$ cat config.mk
export PLATFORM = sky130hd
export DESIGN_NAME = md_issue_ctrl
export DESIGN_NICKNAME = d
export VERILOG_FILES = /design/src/rtl/md_pkg.sv /design/src/rtl/md_decode.sv /design/src/rtl/md_issue_ctrl.sv
export SDC_FILE = /design/constraint.sdc
export NUM_CORES = 1
export LEC_CHECK = 0
export CAP_MARGIN = 0
export CORE_AREA = 2 2 118 120
export CTS_CLUSTER_DIAMETER = 80
export DETAILED_ROUTE_END_ITERATION = 7
export DIE_AREA = 0 0 120 122
export DONT_BUFFER_PORTS = 1
export HOLD_SLACK_MARGIN = 0.12
export PLACE_DENSITY = 0.53
export RECOVER_POWER = 25
export SLEW_MARGIN = 30
export SYNTH_ARGS = -nofsm -noshare
export SYNTH_HDL_FRONTEND = slang
export SYNTH_HIERARCHICAL = 1
export SYNTH_SLANG_ARGS = --single-unit
$ cat constraint.sdc
create_clock -name Clk -period 5.13 [get_ports Clk]
set_input_delay 0.7695 -clock Clk [delete_from_list [all_inputs] [get_ports Clk]]
set_output_delay 0.7695 -clock Clk [all_outputs]
set_load 0.02 [all_outputs]
$ cat src/rtl/md_pkg.sv
// Shared constants and types for the EX-stage multiply/divide issue controller.
package md_pkg;

    localparam int MD_LAT = 5;

    localparam logic [5:0] F_MFHI  = 6'h10;
    localparam logic [5:0] F_MTHI  = 6'h11;
    localparam logic [5:0] F_MFLO  = 6'h12;
    localparam logic [5:0] F_MTLO  = 6'h13;
    localparam logic [5:0] F_MULT  = 6'h18;
    localparam logic [5:0] F_MULTU = 6'h19;
    localparam logic [5:0] F_DIV   = 6'h1A;
    localparam logic [5:0] F_DIVU  = 6'h1B;

    localparam logic [1:0] MD_MULTU = 2'd0;
    localparam logic [1:0] MD_MULT  = 2'd1;
    localparam logic [1:0] MD_DIVU  = 2'd2;
    localparam logic [1:0] MD_DIV   = 2'd3;

    typedef logic [1:0] md_state_t;
    localparam md_state_t ST_IDLE   = 2'd0;
    localparam md_state_t ST_ISSUED = 2'd1;
    localparam md_state_t ST_RUN    = 2'd2;

endpackage

$ cat src/rtl/md_decode.sv
// Combinational decode of SPECIAL-opcode funct codes that target the mul/div unit.
module md_decode
    import md_pkg::*;
(
    input  logic [5:0] opcode,
    input  logic [5:0] funct,
    output logic       is_md,
    output logic       is_muldiv,
    output logic       is_mt,
    output logic       is_mf,
    output logic [1:0] op,
    output logic       hilo
);

    // funct[1] clear selects HI for both the move-to and move-from pairs
    assign hilo = ~funct[1];

    // Classify the instruction and pick the unit opcode
    always_comb begin
        is_md     = 1'b0;
        is_muldiv = 1'b0;
        is_mt     = 1'b0;
        is_mf     = 1'b0;
        op        = MD_MULTU;
        if (opcode == 6'h00) begin
            case (funct)
                F_MULT:  begin is_md = 1'b1; is_muldiv = 1'b1; op = MD_MULT;  end
                F_MULTU: begin is_md = 1'b1; is_muldiv = 1'b1; op = MD_MULTU; end
                F_DIV:   begin is_md = 1'b1; is_muldiv = 1'b1; op = MD_DIV;   end
                F_DIVU:  begin is_md = 1'b1; is_muldiv = 1'b1; op = MD_DIVU;  end
                F_MTHI, F_MTLO: begin is_md = 1'b1; is_mt = 1'b1; end
                F_MFHI, F_MFLO: begin is_md = 1'b1; is_mf = 1'b1; end
                default: begin is_md = 1'b0; end
            endcase
        end else begin
            is_md = 1'b0;
        end
    end

endmodule

$ cat src/rtl/md_issue_ctrl.sv
// EX-stage issue/hazard controller for the multiply/divide unit: launch, stall,
// mfhi/mflo result register, sticky error flags and a stall-cycle counter.
module md_issue_ctrl #(
    parameter int MD_LAT = md_pkg::MD_LAT
) (
    input  logic        Clk,
    input  logic        Rst,
    input  logic [31:0] Instr_E,
    input  logic        Valid_E,
    input  logic        Flush,
    input  logic [31:0] RsData,
    input  logic [31:0] RtData,
    input  logic        Busy,
    input  logic [31:0] HI,
    input  logic [31:0] LO,
    output logic [31:0] D1,
    output logic [31:0] D2,
    output logic [1:0]  Op,
    output logic        Start,
    output logic        We,
    output logic        HiLo,
    output logic        Stall,
    output logic [31:0] MdOut,
    output logic        MdOutValid,
    output logic        DivZero,
    output logic        MdTimeout,
    output logic [31:0] StallCnt
);
    import md_pkg::*;

    localparam logic [7:0] WD_LAST = 8'(MD_LAT + 2);

    logic        is_md_s, is_muldiv_s, is_mt_s, is_mf_s, hilo_s;
    logic [1:0]  op_s;
    logic        md_class_s, tracking_s, wdog_hit_s, unused_bits_s;
    md_state_t   state_r, state_nxt_s;
    logic [7:0]  wdog_r, wdog_nxt_s;

    md_decode u_decode (
        .opcode    (Instr_E[31:26]),
        .funct     (Instr_E[5:0]),
        .is_md     (is_md_s),
        .is_muldiv (is_muldiv_s),
        .is_mt     (is_mt_s),
        .is_mf     (is_mf_s),
        .op        (op_s),
        .hilo      (hilo_s)
    );

    assign unused_bits_s = ^Instr_E[25:6];

    assign md_class_s = is_md_s & Valid_E & ~Flush;
    assign Stall      = md_class_s & (Busy | (state_r == ST_ISSUED));
    assign Start      = md_class_s & is_muldiv_s & ~Stall;
    assign We         = md_class_s & is_mt_s & ~Stall;
    assign Op         = op_s;
    assign HiLo       = hilo_s;
    assign D1         = RsData;
    assign D2         = RtData;

    // The watchdog fires on the last permitted tracking cycle, i.e. MD_LAT+3 non-idle cycles
    assign tracking_s = (state_r != ST_IDLE);
    assign wdog_hit_s = tracking_s & (wdog_r == WD_LAST);

    // Next-state and watchdog logic; a new launch restarts tracking from ISSUED
    always_comb begin
        state_nxt_s = state_r;
        wdog_nxt_s  = wdog_r;
        if (Start) begin
            state_nxt_s = ST_ISSUED;
            wdog_nxt_s  = 8'd0;
        end else if (wdog_hit_s) begin
            state_nxt_s = ST_IDLE;
            wdog_nxt_s  = 8'd0;
        end else begin
            case (state_r)
                ST_IDLE: begin
                    state_nxt_s = ST_IDLE;
                    wdog_nxt_s  = 8'd0;
                end
                ST_ISSUED: begin
                    wdog_nxt_s  = wdog_r + 8'd1;
                    state_nxt_s = Busy ? ST_RUN : ST_ISSUED;
                end
                ST_RUN: begin
                    if (Busy) begin
                        state_nxt_s = ST_RUN;
                        wdog_nxt_s  = wdog_r + 8'd1;
                    end else begin
                        state_nxt_s = ST_IDLE;
                        wdog_nxt_s  = 8'd0;
                    end
                end
                default: begin
                    state_nxt_s = ST_IDLE;
                    wdog_nxt_s  = 8'd0;
                end
            endcase
        end
    end

    // FSM state, watchdog and sticky flags
    always_ff @(posedge Clk) begin
        if (Rst) begin
            state_r   <= ST_IDLE;
            wdog_r    <= 8'd0;
            DivZero   <= 1'b0;
            MdTimeout <= 1'b0;
            StallCnt  <= 32'd0;
        end else begin
            state_r <= state_nxt_s;
            wdog_r  <= wdog_nxt_s;
            if (wdog_hit_s) begin
                MdTimeout <= 1'b1;
            end
            if (Start && op_s[1] && (RtData == 32'd0)) begin
                DivZero <= 1'b1;
            end
            if (Stall) begin
                StallCnt <= StallCnt + 32'd1;
            end
        end
    end

    // mfhi/mflo result register for the EX/MEM boundary
    always_ff @(posedge Clk) begin
        if (Rst) begin
            MdOut      <= 32'd0;
            MdOutValid <= 1'b0;
        end else if (md_class_s && is_mf_s && !Stall) begin
            MdOut      <= hilo_s ? HI : LO;
            MdOutValid <= 1'b1;
        end else begin
            MdOutValid <= 1'b0;
        end
    end

endmodule

# After elaboration in Yosys (flattened, before gate mapping)
# Cells that the tools add are included.
# W data, S select, Z words.
[totals]
ff_bits = 77
inputBits = 165
output_inout_bits = 137
wordCells = 65
[classes]
add_sub_neg = 2
eq_ne = 11
mux = 19
bitwise = 12
n_reduce_logical = 13
[op_table]
columns = ["op", "n"]
rows = [
  ["$eq A6 B5 Y1 const B", 8],
  ["$add A32 B1 Y32 const B", 1],
  ["$logic_not A32 Y1", 1],
  ["$mux W32", 1],
  ["$pmux W8 S2", 1],
  ["$mux W1", 11],
  ["$add A8 B1 Y8 const B", 1],
  ["$and A1 B1 Y1", 8],
  ["$eq A8 B3 Y1 const B", 1],
  ["$mux W8", 1],
  ["$reduce_or A8 Y1", 1],
  ["$logic_not A6 Y1", 1],
  ["$mux W2", 3],
  ["$pmux W2 S3", 1],
  ["$logic_and A1 B1 Y1", 4],
  ["$pmux W2 S2", 1],
  ["$reduce_or A2 Y1", 2],
  ["$reduce_or A4 Y1", 1],
  ["$not A1 Y1", 3],
  ["$reduce_or A3 Y1", 1],
  ["$eq A2 B1 Y1 const B", 1],
  ["$eq A2 B2 Y1 const B", 1],
  ["$reduce_bool A2 Y1", 1],
  ["$logic_not A1 Y1", 1],
  ["$or A1 B1 Y1", 1],
]

# Logic depth before layout (Yosys ltp)
[logic_depth]
ltp_word = 11
depth_mapped = 9
mapped_depth_nobuf = 8

# Hierarchy
# Netlist, hierarchy kept.
[modules_own_cells]
columns = ["module", "n_inst", "cells_per_inst", "area_each_um2", "seq_area_each_um2"]
rows = [
  ["md_issue_ctrl", 1, 455, 4006.3, 1541.5],
  ["md_decode", 1, 16, 98.8, 0.0],
]

# Least setup slack after synthesis
# Ideal clock, no wire load.
[synth_timing]
path_kind = "input -> register"
startpoint = "input port Instr_E[5]"
endpoint = "register StallCnt[21]"
setup_time_ns = 0.071
arrival_ns = 3.002
t_required_ns = 5.059
setup_slack_ns = 2.058
cell_stages = 9
n_path_buf = 2
cell_sequence = "or4b_1 > buf_2 > nor3_1 > and3b_1 > nand4_4 > buf_6 > or3_4 > or3_1 > a21oi_1"
[synth_between]
elab_chain_cells = 7
elab_cells_between_ends = 14
cone_classes = "eq/ne (8); mux (2); bitwise (3); reduce/logical (1)"
[synth_lines]
columns = ["item", "line", "rtl"]
rows = [
  ["start, declared", "md_issue_ctrl.sv:8", "input logic [31:0] Instr_E,"],
  ["$eq A6 B5 Y1", "md_decode.sv:26", "case (funct)"],
  ["$reduce_or A8 Y1 (no line) (*)", "n/a", ""],
  ["$mux W1 (*)", "md_decode.sv:26", ""],
  ["$mux W1 (*)", "md_decode.sv:25", "if (opcode == 6'h00) begin"],
  ["via is_md_s", "md_issue_ctrl.sv:33", "logic is_md_s, is_muldiv_s, is_mt_s, is_mf_s, hilo_s;"],
  ["$and A1 B1 Y1 (*) (2 in a row)", "md_issue_ctrl.sv:52", "assign md_class_s = is_md_s & Valid_E & ~Flush;"],
  ["$and A1 B1 Y1 (*)", "md_issue_ctrl.sv:53", "assign Stall = md_class_s & (Busy | (state_r == ST_ISSUED));"],
  ["end signal, assigned", "md_issue_ctrl.sv:120", "StallCnt <= StallCnt + 32'd1;"],
  ["end, declared", "md_issue_ctrl.sv:27", "output logic [31:0] StallCnt"],
]
# Mark *: on every way through the listed nets, which the timed path passes. The rest lies on a longest branch.
# A chain may end at the register's enable or synchronous reset.

# Worst setup path after layout
[layout_timing]
startpoint = "input port Instr_E[5]"
endpoint = "output port Stall"
[layout_between]
elab_chain_cells = 7
elab_cells_between_ends = 14
cone_classes = "eq/ne (8); mux (2); bitwise (3); reduce/logical (1)"
[layout_lines]
columns = ["item", "line", "rtl"]
rows = [
  ["$eq A6 B5 Y1", "md_decode.sv:26", ""],
  ["$reduce_or A8 Y1 (no line) (*)", "n/a", ""],
  ["$mux W1 (*)", "md_decode.sv:26", ""],
  ["$mux W1 (*)", "md_decode.sv:25", ""],
  ["via is_md_s", "md_issue_ctrl.sv:33", ""],
  ["$and A1 B1 Y1 (*) (2 in a row)", "md_issue_ctrl.sv:52", ""],
  ["$and A1 B1 Y1 (*)", "md_issue_ctrl.sv:53", ""],
  ["end, declared", "md_issue_ctrl.sv:22", "output logic Stall,"],
]
# Marked as above.

==> results.env <==
CTS_REPAIR_RESIZE_COUNT=0
SYNTH.AVG_CELL_AREA_SQ_UM=8.72
FINISH.CELL_COUNT_WITHOUT_FILLERS=579
DIE_W_UM=120
HOLD_VIOLATIONS=0
CAP_VIOL_MAX_COUNT=0
SLEW_VIOL_FINAL=0
FIRST_GLOBAL_VIAS=2893
LAYOUT_MIN_CYCLE_TIME_NS=3.42
VDD_IR_DROP_MAX_V=0.000130
POST_CTS_BUFFERS=0
YOSYS_MOST_USED_DFF='sky130_fd_sc_hd__dfxtp_1'
END_KIND='output port'
FINALSETUPTNS_NS=0
GRT_OVERFLOW_TOTAL=0
PRECTSSETUPSLACK_NS=1.59
ASYNC_S_R_FF_SHARE_SYNTH_PCT=0
OUTCOME='completed'
MAPPEDNETLISTAREA_SQ_UM=4110
PLACED_CELLS=564
PATH_MAX_FANOUT=6
SYNTH_CELLS=471
SYNTH-SEQ-CELLS=77
NUMCLOCKSINKS=77
POST_DRT_WL_PER_CELL_UM=16.8
NUMPORTBUFFERS=0
GRT_SETUP_UNREPAIRED='false'
WORST-SLEW-PIN-TRANSITION_NS=0.921
CTS-ROOT-BUF='sky130_fd_sc_hd__clkbuf_16'
AREA_GROWTH_SYN_TO_LAYOUT_PCT=-1.01
DRT_PASS1_ITERATIONS=4
CELLPOWERDENSITY_nW_PER_UM2=315
FIN_CRIT_SH_PCT=66.7
GRT_FIRST_PASS_WIRELENGTH_MM=14.8
CTS.REPORTEDPATHS.CLKPINSLEW_NS=0.06
CTSHTREEMAXLEVEL=3
CTS_TREE='done'
CTS-ROOT-TO-SINK-BUFFERS=2
POST_DP_CELL_AREA_SQ_UM=3760
WORST_SLACK_NS=1.71
CORE_REGION_AREA_SQ_UM=13500
DETAILROUTE.VIA_COUNT=2972
LAYOUT.CELLS.MOST_COMMON_LIST='77 x sky130_fd_sc_hd__dfxtp_1, 73 x sky130_fd_sc_hd__nor2_1, 32 x sky130_fd_sc_hd__mux2i_1, 32 x sky130_fd_sc_hd__a211oi_1'
INITIAL_CORE_UTILIZATION_PCT=30.4
LAYOUT.CELLS.MOST_COMMON='sky130_fd_sc_hd__dfxtp_1'
TRITONCTS.NUM_BUFFERS=9
ANTENNA-DIODE-COUNT=0
SKEW_NS=0.00665
WORST_SETUP_PATH_START_KIND='input pin'
CRIT_TYPE='input pin to output port'
DRT-TOTAL-WL_MM=9.73
CLOCK_INSERTION_DELAY_WORST_SKEW_NS=0.34
WORST_SLEW_MARGIN_PCT=38.0
ROUTE.ANTENNA.REMAINING_NETS=0
CTS_HOLD_BUFFERS=0
SYNTHESIS.NETS=641
CELLLEAKAGEPOWER_nW=1.34
TRACK_USAGE_PCT=13.1
TIMING.FMAX_GHz=0.292
DESIGN.DIE.AREA_SQ_UM=14600
HOLD_CLASS='flip-flop to flip-flop'
SYNTH_EDF_COUNT=0
DESIGN.FINAL.NETS=565
YS_TYPES=46
NUMBER_OF_ANTENNA_VIOLATIONS_AT_THE_FIRST_CHECK_IN_GLOBAL_ROUTING=0
SETUP-VIOLATIONS-FINAL=0
DRT_ITER0_MARKERS=188
DIE_HEIGHT_UM=122
POST_ROUTE_CELLS_DRIVE_ABOVE_1_SHARE_PCT=7.52
PLACEMENTROWS=43
GRT_MAX_DEGREE=71
YS_SEQ_AREA_SHARE_PCT=37.5
POST_DRT_VIA_CELL_RATIO=5.13
ROUTABILITYCONGESTION=0.768
DRC=0
FINAL_HPWL_FROM_DETAILED_PLACEMENT_MM=7.25
YOSYSWARNINGS=6
CELL_AREA_AFTER_LAYOUT_SQ_UM=4060
CP_DATA_REQUIRED_TIME_NS=4.36
IO_PINS=302
TIMING.CRITICAL_PATH.ARRIVAL_NS=2.65
==> layer usage <==
| layer | vias up | share of wire, % | track usage, % |
|---|---|---|---|
| li1 | 1428 | - | - |
| met5 | - | 0 | 0 |
| met3 | 15 | 11 | 5.34 |
| met4 | 0 | 2.7 | 7.35 |
| met2 | 153 | 44 | 19.5 |
| met1 | 1376 | 43 | 16.0 |
==> registers in the layout, indices dropped and copies added, names as in the netlist <==
name	cells
MdOutValid	1
DivZero	1
wdog_r	8
StallCnt	32
MdOut	32
state_r	2
MdTimeout	1
==> worst max-delay path, cell delays in order <==
cell and delay (ns):
sky130_fd_sc_hd__or4b_1 0.66, sky130_fd_sc_hd__nor3_1 0.28, sky130_fd_sc_hd__and3b_1 0.39, sky130_fd_sc_hd__nand2_1 0.24, sky130_fd_sc_hd__inv_1 0.30
==> cell type report <==
type / instances / area [sq um]
sequential: 77 / 1540
clock inverter: 3 / 43.8
fill: 1443 / 9440
clock buffer: 12 / 256
multi-input combinational: 296 / 1960
inverter: 11 / 41.3
tap: 180 / 225
==> metrics by stage <==
stage | total power (W) | hold slack (ns) | utilization [%]
detailed placement | 0.000643 | 0.436 | 27.8
floorplan | 0.000719 | 0.413 | -
global route | 0.00133 | 0.475 | 30.1
finish | 0.00128 | 0.452 | 30.1
global placement | 0.000642 | 0.425 | 27.8
CTS | 0.00130 | 0.450 | 30.1
==> final timing paths <==
kind | endpoint | from | cells past startpoint | slack (ns)
setup / recovery | Stall | Instr_E[5] | 5 | 1.71
hold / removal | wdog_r[0] | wdog_r[0] | 1 | 0.45
setup reg to reg | StallCnt[30] | StallCnt[0] | 6 | 2.87
hold reg to reg | wdog_r[0] | wdog_r[0] | 1 | 0.45
==> cell usage after synthesis, types with 3 or more instances <==
master                     count  area [sq um]
sky130_fd_sc_hd__xnor2_1      20           175
sky130_fd_sc_hd__buf_4        64           480
sky130_fd_sc_hd__and2_1        3          18.8
sky130_fd_sc_hd__dfxtp_1      77          1540
sky130_fd_sc_hd__nand2b_1      3          18.8
sky130_fd_sc_hd__inv_1        11          41.3
sky130_fd_sc_hd__mux2i_1      32           320
sky130_fd_sc_hd__xor2_1       11          96.3
sky130_fd_sc_hd__nand3_1      10          50.1
sky130_fd_sc_hd__nor2_1       73           274
sky130_fd_sc_hd__o21ai_0       4          20.0
sky130_fd_sc_hd__a21oi_1       6          30.0
sky130_fd_sc_hd__and3_1        9          56.3
sky130_fd_sc_hd__nand4_1       7          43.8
sky130_fd_sc_hd__nor4_1       21           131
sky130_fd_sc_hd__buf_1         6          22.5
sky130_fd_sc_hd__ha_1          5          62.6
sky130_fd_sc_hd__clkbuf_1     13          48.8
sky130_fd_sc_hd__buf_2         3          15.0
sky130_fd_sc_hd__or3_1         4          25.0
sky130_fd_sc_hd__a211oi_1     32           240
sky130_fd_sc_hd__or4_1         4          30.0
sky130_fd_sc_hd__nor3_1        8          40.0
sky130_fd_sc_hd__nand2_1      18          67.6
==> cell families after synthesis <==
logic type               after synthesis  share of synthesized area, %
AO/OA/AOI/OAI                         45                          7.62
XOR/XNOR                              31                          6.61
adder cells (fa/ha/maj)                5                          1.52
buffers and inverters                 98                          15.1
flip-flops                            77                          37.5
multiplexers                          33                          8.08
AND/OR/NAND/NOR                      182                          23.5
==> power by group <==
part	total (W)	internal, W	switching (W)
clock	0.000651	0.000402	0.000249
sequential	0.000598	0.000598	0.00000000867
combinational	0.0000319	0.0000154	0.0000165
total	0.00128	0.00101	0.000266
No activity file was read; power rests on OpenSTA's default activity.
